### config.mk
export PLATFORM = sky130hd
export DESIGN_NAME = fifo_rd_packer
export DESIGN_NICKNAME = d
export VERILOG_FILES = /design/src/rtl/fifo_pkg.sv /design/src/rtl/out_reg_slice.sv /design/src/rtl/fifo_rd_packer.sv
export SDC_FILE = /design/constraint.sdc
export NUM_CORES = 1
export LEC_CHECK = 0
export CAP_MARGIN = 40
export CORE_ASPECT_RATIO = 1.25
export CORE_MARGIN = 2
export CORE_UTILIZATION = 45
export CTS_CLUSTER_SIZE = 30
export DETAILED_ROUTE_END_ITERATION = 6
export HOLD_SLACK_MARGIN = 0.08
export PLACE_DENSITY_LB_ADDON = 0.25
export SLEW_MARGIN = 20
export SYNTH_ARGS = -nofsm -noshare
export SYNTH_HDL_FRONTEND = slang
export SYNTH_HIERARCHICAL = 1
export SYNTH_SLANG_ARGS = --single-unit
### constraint.sdc
create_clock -name rclk -period 4.1 [get_ports rclk]
set_input_delay 0.41 -clock rclk [delete_from_list [all_inputs] [get_ports rclk]]
set_output_delay 0.41 -clock rclk [all_outputs]
set_load 0.02 [all_outputs]
### src/rtl/fifo_pkg.sv
// Shared width constants for the async FIFO and its read-side packer.
package fifo_pkg;

  localparam int unsigned WORDSIZE_DEF = 8;
  localparam int unsigned ADDRSIZE_DEF = 4;

  // Width of a counter able to hold 0..pack.
  function automatic int unsigned cnt_width(input int unsigned pack);
    return int'($clog2(pack + 1));
  endfunction

endpackage

### src/rtl/out_reg_slice.sv
// One-entry valid/ready holding register for a packed word and its count.
module out_reg_slice #(
  parameter int unsigned DW = 32,
  parameter int unsigned CW = 3
) (
  input  logic          rclk,
  input  logic          rst,
  input  logic          load,
  input  logic [DW-1:0] load_data,
  input  logic [CW-1:0] load_cnt,
  input  logic          out_ready,
  output logic [DW-1:0] out_data,
  output logic [CW-1:0] out_cnt,
  output logic          out_valid,
  output logic          free_c
);

  // Free when empty or draining this cycle, so a drain and reload can coincide.
  assign free_c = !out_valid || out_ready;

  always_ff @(posedge rclk or posedge rst) begin
    if (rst) begin
      out_data  <= '0;
      out_cnt   <= '0;
      out_valid <= 1'b0;
    end else if (load) begin
      out_data  <= load_data;
      out_cnt   <= load_cnt;
      out_valid <= 1'b1;
    end else if (out_ready) begin
      out_valid <= 1'b0;
    end
  end

endmodule

### src/rtl/fifo_rd_packer.sv
// Read-side drain of the async FIFO: packs PACK FIFO words into one wide
// valid/ready word, with a flush that emits a partially filled word.
module fifo_rd_packer
  import fifo_pkg::*;
#(
  parameter int unsigned WORDSIZE = WORDSIZE_DEF,
  parameter int unsigned PACK     = 4,
  parameter int unsigned CNTW     = cnt_width(PACK)
) (
  input  logic                     rclk,
  input  logic                     rst,
  input  logic [WORDSIZE-1:0]      fifo_rdata,
  input  logic                     fifo_empty,
  output logic                     fifo_rd,
  input  logic                     flush,
  output logic [WORDSIZE*PACK-1:0] out_data,
  output logic [CNTW-1:0]          out_cnt,
  output logic                     out_valid,
  input  logic                     out_ready,
  output logic                     busy
);

  localparam int unsigned IDXW = $clog2(PACK);
  localparam int unsigned ACCW = (PACK - 1) * WORDSIZE;
  localparam int unsigned DW   = WORDSIZE * PACK;

  logic [IDXW-1:0] idx, idx_nxt;
  logic [ACCW-1:0] acc, acc_nxt;
  logic            flush_pend, flush_pend_nxt;
  logic            out_free, last, pop, load, valid_nxt;
  logic [DW-1:0]   load_data;
  logic [CNTW-1:0] load_cnt;

  assign last = (idx == IDXW'(PACK - 1));
  // Pop gated by reset so the FIFO never loses a word while we are held in reset.
  assign pop     = !rst && !fifo_empty && !flush_pend && !(last && !out_free);
  assign fifo_rd = pop;

  always_comb begin
    idx_nxt        = idx;
    acc_nxt        = acc;
    flush_pend_nxt = flush_pend;
    load           = 1'b0;
    load_data      = '0;
    load_cnt       = '0;
    if (flush_pend) begin
      if (out_free) begin
        load           = 1'b1;
        load_data      = {{WORDSIZE{1'b0}}, acc};
        load_cnt       = CNTW'(idx);
        idx_nxt        = '0;
        acc_nxt        = '0;
        flush_pend_nxt = 1'b0;
      end
    end else begin
      if (pop) begin
        if (last) begin
          load      = 1'b1;
          load_data = {fifo_rdata, acc};
          load_cnt  = CNTW'(PACK);
          idx_nxt   = '0;
          acc_nxt   = '0;
        end else begin
          for (int unsigned i = 0; i < PACK - 1; i++) begin
            if (idx == IDXW'(i)) acc_nxt[i*WORDSIZE +: WORDSIZE] = fifo_rdata;
          end
          idx_nxt = idx + IDXW'(1);
        end
      end
      // Flush sees the index after this cycle's pop; a just-completed word leaves nothing.
      if (flush && (idx_nxt != '0)) flush_pend_nxt = 1'b1;
    end
  end

  assign valid_nxt = load || (out_valid && !out_ready);

  always_ff @(posedge rclk or posedge rst) begin
    if (rst) begin
      idx        <= '0;
      acc        <= '0;
      flush_pend <= 1'b0;
      busy       <= 1'b0;
    end else begin
      idx        <= idx_nxt;
      acc        <= acc_nxt;
      flush_pend <= flush_pend_nxt;
      busy       <= (idx_nxt != '0) || valid_nxt || flush_pend_nxt;
    end
  end

  out_reg_slice #(
    .DW (DW),
    .CW (CNTW)
  ) u_out (
    .rclk      (rclk),
    .rst       (rst),
    .load      (load),
    .load_data (load_data),
    .load_cnt  (load_cnt),
    .out_ready (out_ready),
    .out_data  (out_data),
    .out_cnt   (out_cnt),
    .out_valid (out_valid),
    .free_c    (out_free)
  );

endmodule
==> results.txt, run 1 <==
Rows: 33
Final Cell Area: 3810 um2
Post-Place Cells: 341
Busiest grt layer: met2
DR vias/cell: 4.96
Fin. Hold Viols: 0
Via count: 1771
Net Count, Synth: 225
Worst Path Max Fanout: 8
Mapped Avg Cell Area: 14.7 um2
Sw frac: 33.2%
Antenna Violating Nets Remaining: 0
Number of global-route vias before repair: 1839
Top-level I/O count: 51
Worst hold path class: in2async
Worst-path clk slew: 0.06 ns
Hold_ws: 0.466 ns
Dpl hpwl: 3920 um
Post-synthesis mux area share: 25.7%
Crit path capture type: output port
Complex-gate fraction of the synthesized area: 3.85%
Setup bufs post-CTS: 0
Wire per inst: 15.8 um
Skew-Pair Late Insertion Delay: 0.33 ns
Most used cell, CP: clkdlybuf4s50_1
Clock Path Buffers: 2
Comb power frac: 43.9%
Total Routing Usage GR: 16.8%
R2r setup slk: 1.59 ns
Post-synthesis sequential area ratio: 52.4%
Largest net degree at the start of global routing: 30
Area of the multi-input gates: 1350 um2
Sink Count: 64
Period utilization: 69.5%
Worst clock skew: 0.00638 ns
Residual DRC: 0
CORE AREA: 6570 um2
Final setup violation count: 0
Net Switching: 913 uW
N_diodes: 0
Iter 0 DRT Violations: 56
Buf/Inv on CP: 3
Placed cell area: 3630 um2
CP peak stage delay: 0.69 ns
Worst path required time: 3.69 ns
RSZ-0062 raised after global routing: false
Layout area overhead: 24.8%
Fillers: 545
Post-layout util: 58.1%
Adder-Cell Fraction of Synth Area: 1.64%
Die Width: 77.7 um
Grt met2 use: 27.2%
Post-layout min period: 2.85 ns
Die height: 96.1 um
Worst vdd rail ir drop: 341 uV
Port bufs: 50
P_int: 1.84 mW
Final Wtd Congestion: 0.761
Largest family of logic cells by synthesized area: multiplexers
Layout cells sized above 1: 40.4%
Worst slack, placed: 1.15 ns
CP max-delay cell: clkdlybuf4s50_1
Critical Path AT: 2.44 ns
Crit path cell chain: clkdlybuf4s50_1 -> nand2b_1 -> inv_1 -> a2111oi_4 -> clkdlybuf4s50_1
Synthesized area: 3060 um2
Grt ovf: 0
Power per cell area: 721 nW/um2
Non-Filler Instances: 357
Startpoint Class: input pin
P_leak: 1.79 nW
Status: finished, final reports clean
Worst Slack Setup Final: 1.25 ns
Max-slew violation count: 0
First-pass GRT wire length: 9410 um
Met1 usage: 21.5%
CP delay by family, top: buffers and inverters
Distinct cells, synth: 26
Ys Warns: 6
Reg-to-reg startpoint: idx[0]$_DFF_PP0_
Total of max-cap violations: 0
Number of antenna violations at the first check in global routing: 0
Cts hold-fix bufs: 0
Reg2reg path depth: 5
Sequential share of power: 37.7%
Met3 usage: 4.50%
Yosys reg bits: 64
Gate Count Post-Synth: 208
CTS tree: built
Worst rel slew slack: 63.5%
Simple-Gate Fraction of Synth Area: 12.9%
Die ar.: 7470 um2
Clock share of power: 18.4%
Crit path kind: in2out
Depth of the CTS H-tree: 3
R2R Path End: u_out/out_data[31]$_DFFE_PP0P_
Final #Nets: 282
DRT Wirelength: 5640 um
Initial Utilization: 46.6%
Max Freq: 351 MHz
Detailed-router iteration count before antenna repair: 4
Storage element area: 1600 um2
Setup TNS: 0 ns
CTS buffer count: 9
Root buf cell: clkbuf_8
Least-Margin Pin Slew: 0.547 ns
Resized Gates After CTS: 0
Power, Total: 2.75 mW
Xor/xnor share of the synthesized area: 0%
[cell usage in the layout, fill, tap and decap left out, types with 2 or more instances in the layout]
cell type,synthesis,layout
dfrtp_1,64,64
nor2_1,4,4
mux2_2,31,31
ha_1,4,4
nor2b_1,2,2
and2_1,16,16
and2b_2,24,24
a22o_1,2,2
o21ai_0,3,3
clkbuf_1,3,2
clkdlybuf4s50_1,0,50
inv_1,6,6
nand2b_1,2,2
buf_4,0,3
nor3_1,3,3
o21bai_2,2,2
mux2_4,29,29
clkbuf_8,0,12
[routing by layer]
| metal | vias to the layer above | wire, um | part of all wire (%) |
|---|---|---|---|
| met4 | 0 | 106 | 1.9 |
| li1 | 825 | - | - |
| met1 | 904 | 2500 | 44 |
| met2 | 31 | 2870 | 51 |
| met5 | - | 0 | 0 |
| met3 | 11 | 162 | 2.9 |
[area by class of cell]
cell class	count	area share [%]
multi-input cells	130	35.3
clock inverters	2	0.328
inverters	6	0.591
repair buffers	54	14.4
well taps	87	2.85
clock buffers	14	4.53
flip-flops and latches	64	42.0
[worst register-to-register path: stages, from the launching register on]
cell and delay, ns:
dfrtp_1 0.48, ha_1 0.28, and4_2 0.39, a21o_2 0.42, buf_4 0.45, mux2_4 0.37
[worst max path at each step]
stage                                      from  cells past startpoint  slack (ns)                              to
floorplan           u_out/out_valid$_DFFE_PP0P_                      7        1.92  u_out/out_data[10]$_DFFE_PP0P_
global placement                      out_ready                      6        1.18   u_out/out_data[0]$_DFFE_PP0P_
detailed placement                    out_ready                      6        1.15  u_out/out_data[31]$_DFFE_PP0P_
CTS                                   out_ready                      5        1.24                         fifo_rd
global route                          out_ready                      5        1.11                         fifo_rd
finish                                out_ready                      5        1.25                         fifo_rd
[logic make-up after synthesis]
| group | Yosys count |
|---|---|
| AND/OR/NAND/NOR | 54 |
| multiplexers | 60 |
| AO/OA/AOI/OAI | 12 |
| flip-flops | 64 |
| adder cells (fa/ha/maj) | 4 |
| buffers and inverters | 14 |
[cells in the mapped netlist, drive strengths merged]
| library cell | n | share of area, % |
|---|---|---|
| and2 | 16 | 3.3 |
| nand4bb | 1 | 0.37 |
| mux2 | 60 | 26 |
| a22oi | 2 | 0.65 |
| nor2b | 2 | 0.41 |
| nor2 | 4 | 0.49 |
| clkbuf | 3 | 0.37 |
| o21ai | 3 | 0.49 |
| nand2b | 2 | 0.41 |
| or2 | 1 | 0.20 |
| o22ai | 1 | 0.20 |
| buf | 5 | 2.5 |
| dfrtp | 64 | 52 |
| and4 | 1 | 0.33 |
| ha | 4 | 1.6 |
| o21bai | 2 | 0.74 |
| and2b | 24 | 6.9 |
| a21o | 1 | 0.29 |
| inv | 6 | 0.74 |
| a2111oi | 1 | 0.90 |
| nor3 | 3 | 0.49 |
| a22o | 2 | 0.57 |
[state kept, by name (all words and copies together), names as in the netlist]
signal           count
u_out/out_data      32
idx                  2
flush_pend           1
acc                 24
u_out/out_cnt        3
u_out/out_valid      1
busy                 1
[power groups by stage]
| stage | Clock, mW | Combinational, mW | Sequential, mW |
|---|---|---|---|
| 3_3_place_gp | 0 | 1.20 | 1.05 |
| 5_1_grt | 0.556 | 1.31 | 1.08 |
| 4_1_cts | 0.519 | 1.23 | 1.04 |
| 2_1_floorplan | 0 | 0.721 | 1.17 |
| 6_report | 0.505 | 1.21 | 1.04 |
| 3_5_place_dp | 0 | 1.22 | 1.05 |
Power figures use the tool's default switching activity.
==> run 2, diff against run 1 <==
- clock period: 4.1 -> 2.3 ns (I/O delays scaled with it)
==> run 2 against run 1 <==
Against the previous run: cell count is 1.4% higher; critical endpoint unchanged; routed wire length is 3.4% lower; highest routed layer unchanged; count of clock-buffer cells in the layout is 2 lower; die area stayed put; setup slack worse by 1.0 ns; sequential cell count stayed put; global-route usage is 0.75 points lower; sequential share of layout area is 0.26 points lower.
==> results.txt, run 2 (synthesis results as in run 1) <==
Fin. Hold Viols: 0
Final Cell Area: 3840 um2
Net Switching: 1.62 mW
Max Freq: 484 MHz
Number of antenna violations at the first check in global routing: 0
Power per cell area: 1280 nW/um2
Wire per inst: 15.0 um
Post-layout util: 58.5%
Power, Total: 4.89 mW
Rows: 33
Cts hold-fix bufs: 0
Sink Count: 64
R2r setup slk: 0.33 ns
Reg-to-reg startpoint: idx[0]$_DFF_PP0_
Root buf cell: clkbuf_8
Residual DRC: 0
Clock share of power: 17.4%
Resized Gates After CTS: 1
Worst vdd rail ir drop: 630 uV
N_diodes: 0
Crit path kind: reg2out
Clock Path Buffers: 2
Layout area overhead: 25.5%
Setup bufs post-CTS: 0
Worst slack, placed: 0.142 ns
Final Wtd Congestion: 0.797
P_leak: 1.81 nW
Max-slew violation count: 0
Sequential share of power: 37.8%
DR vias/cell: 4.91
Worst Path Max Fanout: 7
Worst hold path class: in2async
Port bufs: 50
CTS buffer count: 9
Sw frac: 33.1%
Largest regs: u_out/out_data (32), acc (24), u_out/out_cnt (3)
Antenna Violating Nets Remaining: 0
Total of max-cap violations: 0
Least-Margin Pin Slew: 0.623 ns
Die Width: 77.7 um
Post-layout min period: 2.07 ns
Dpl hpwl: 3920 um
CORE AREA: 6570 um2
First-pass GRT wire length: 9000 um
Reg2reg path depth: 6
Critical Path AT: 1.84 ns
Die ar.: 7470 um2
Detailed-router iteration count before antenna repair: 4
Total Routing Usage GR: 16.0%
Worst rel slew slack: 58.4%
Final setup violation count: 0
Placed cell area: 3670 um2
Crit path capture type: output port
Worst path required time: 2.07 ns
R2R Path End: acc[8]$_DFFE_PP0P_
Worst-path clk slew: 0.06 ns
Comb power frac: 44.8%
Largest register FFs: 32
Iter 0 DRT Violations: 48
Startpoint Class: flop
Period utilization: 89.8%
Top-level I/O count: 51
Via count: 1779
Number of global-route vias before repair: 1846
Layout cells sized above 1: 41.8%
RSZ-0062 raised after global routing: false
Grt ovf: 0
P_int: 3.27 mW
Commonest non-fill, non-tap cell in the layout: dfrtp_1
Worst Slack Setup Final: 0.235 ns
Worst clock skew: 0.00652 ns
Final #Nets: 288
Largest reg by FF count: u_out/out_data
Initial Utilization: 46.6%
CTS tree: built
Depth of the CTS H-tree: 3
DRT Wirelength: 5440 um
Skew-Pair Late Insertion Delay: 0.33 ns
Status: finished, final reports clean
Die height: 96.1 um
Most frequent cells in the layout: dfrtp_1 (64), clkdlybuf4s50_1 (49), mux2_2 (31)
Setup TNS: 0 ns
Largest net degree at the start of global routing: 29
## run 2: cell count changes in the layout (fill, tap and decap cells not counted)
cell and change:
dlygate4sd2_1 +1, clkbuf_1 -1, clkdlybuf4s50_1 -1, clkbuf_8 -1, buf_16 -1, buf_12 +1, clkinv_2 +1, buf_4 +6
## run 2: final cells by class
type                            count  area [um2]
Sequential cell                    64        1600
Multi-Input combinational cell    130        1350
Clock inverter                      3        17.5
Inverter                            6        22.5
Timing Repair Buffer               60         587
Tap cell                           87         109
Clock buffer                       12         155
Fill cell                         558        2730
## run 2: worst max-delay path, cell delays in order, from the launching register on
cell and delay, ns:
dfrtp_1 0.46, ha_1 0.28, a2111oi_4 0.39, dlygate4sd2_1 0.38
## run 2: layer usage
layer	share of wire (%)	global-route usage [%]	vias to the layer above	routed length, um
met5	0	0	-	0
met4	2.1	8.04	0	114
met3	2.4	2.81	9	133
met2	53	27.6	31	2860
met1	43	19.4	903	2330
li1	-	-	836	-
## run 2: worst max-delay path by stage
stage                                start                              to  slack (ns)  depth (start not counted)
6_report                  idx[0]$_DFF_PP0_                         fifo_rd        0.23                          3
5_1_grt                   idx[0]$_DFF_PP0_                         fifo_rd        0.16                          3
4_1_cts                   idx[0]$_DFF_PP0_                         fifo_rd        0.22                          3
3_5_place_dp                     out_ready                         fifo_rd        0.14                          5
3_3_place_gp                     out_ready                         fifo_rd        0.16                          5
2_1_floorplan  u_out/out_valid$_DFFE_PP0P_  u_out/out_data[10]$_DFFE_PP0P_        0.12                          7
## run 2: power groups by stage
stage               combinational [mW]  clock, mW  sequential (mW)
CTS                               2.22      0.871             1.86
global route                      2.35      0.929             1.91
detailed placement                2.22          0             1.87
finish                            2.19      0.853             1.85
floorplan                         1.28          0             2.08
global placement                  2.19          0             1.87
## run 2: per-stage QoR
stage,cells,hold WS (ns)
after global placement,347,0.482
after CTS,362,0.403
after global routing,362,0.459
after floorplan,208,0.295
after detailed placement,347,0.490
final,362,0.398
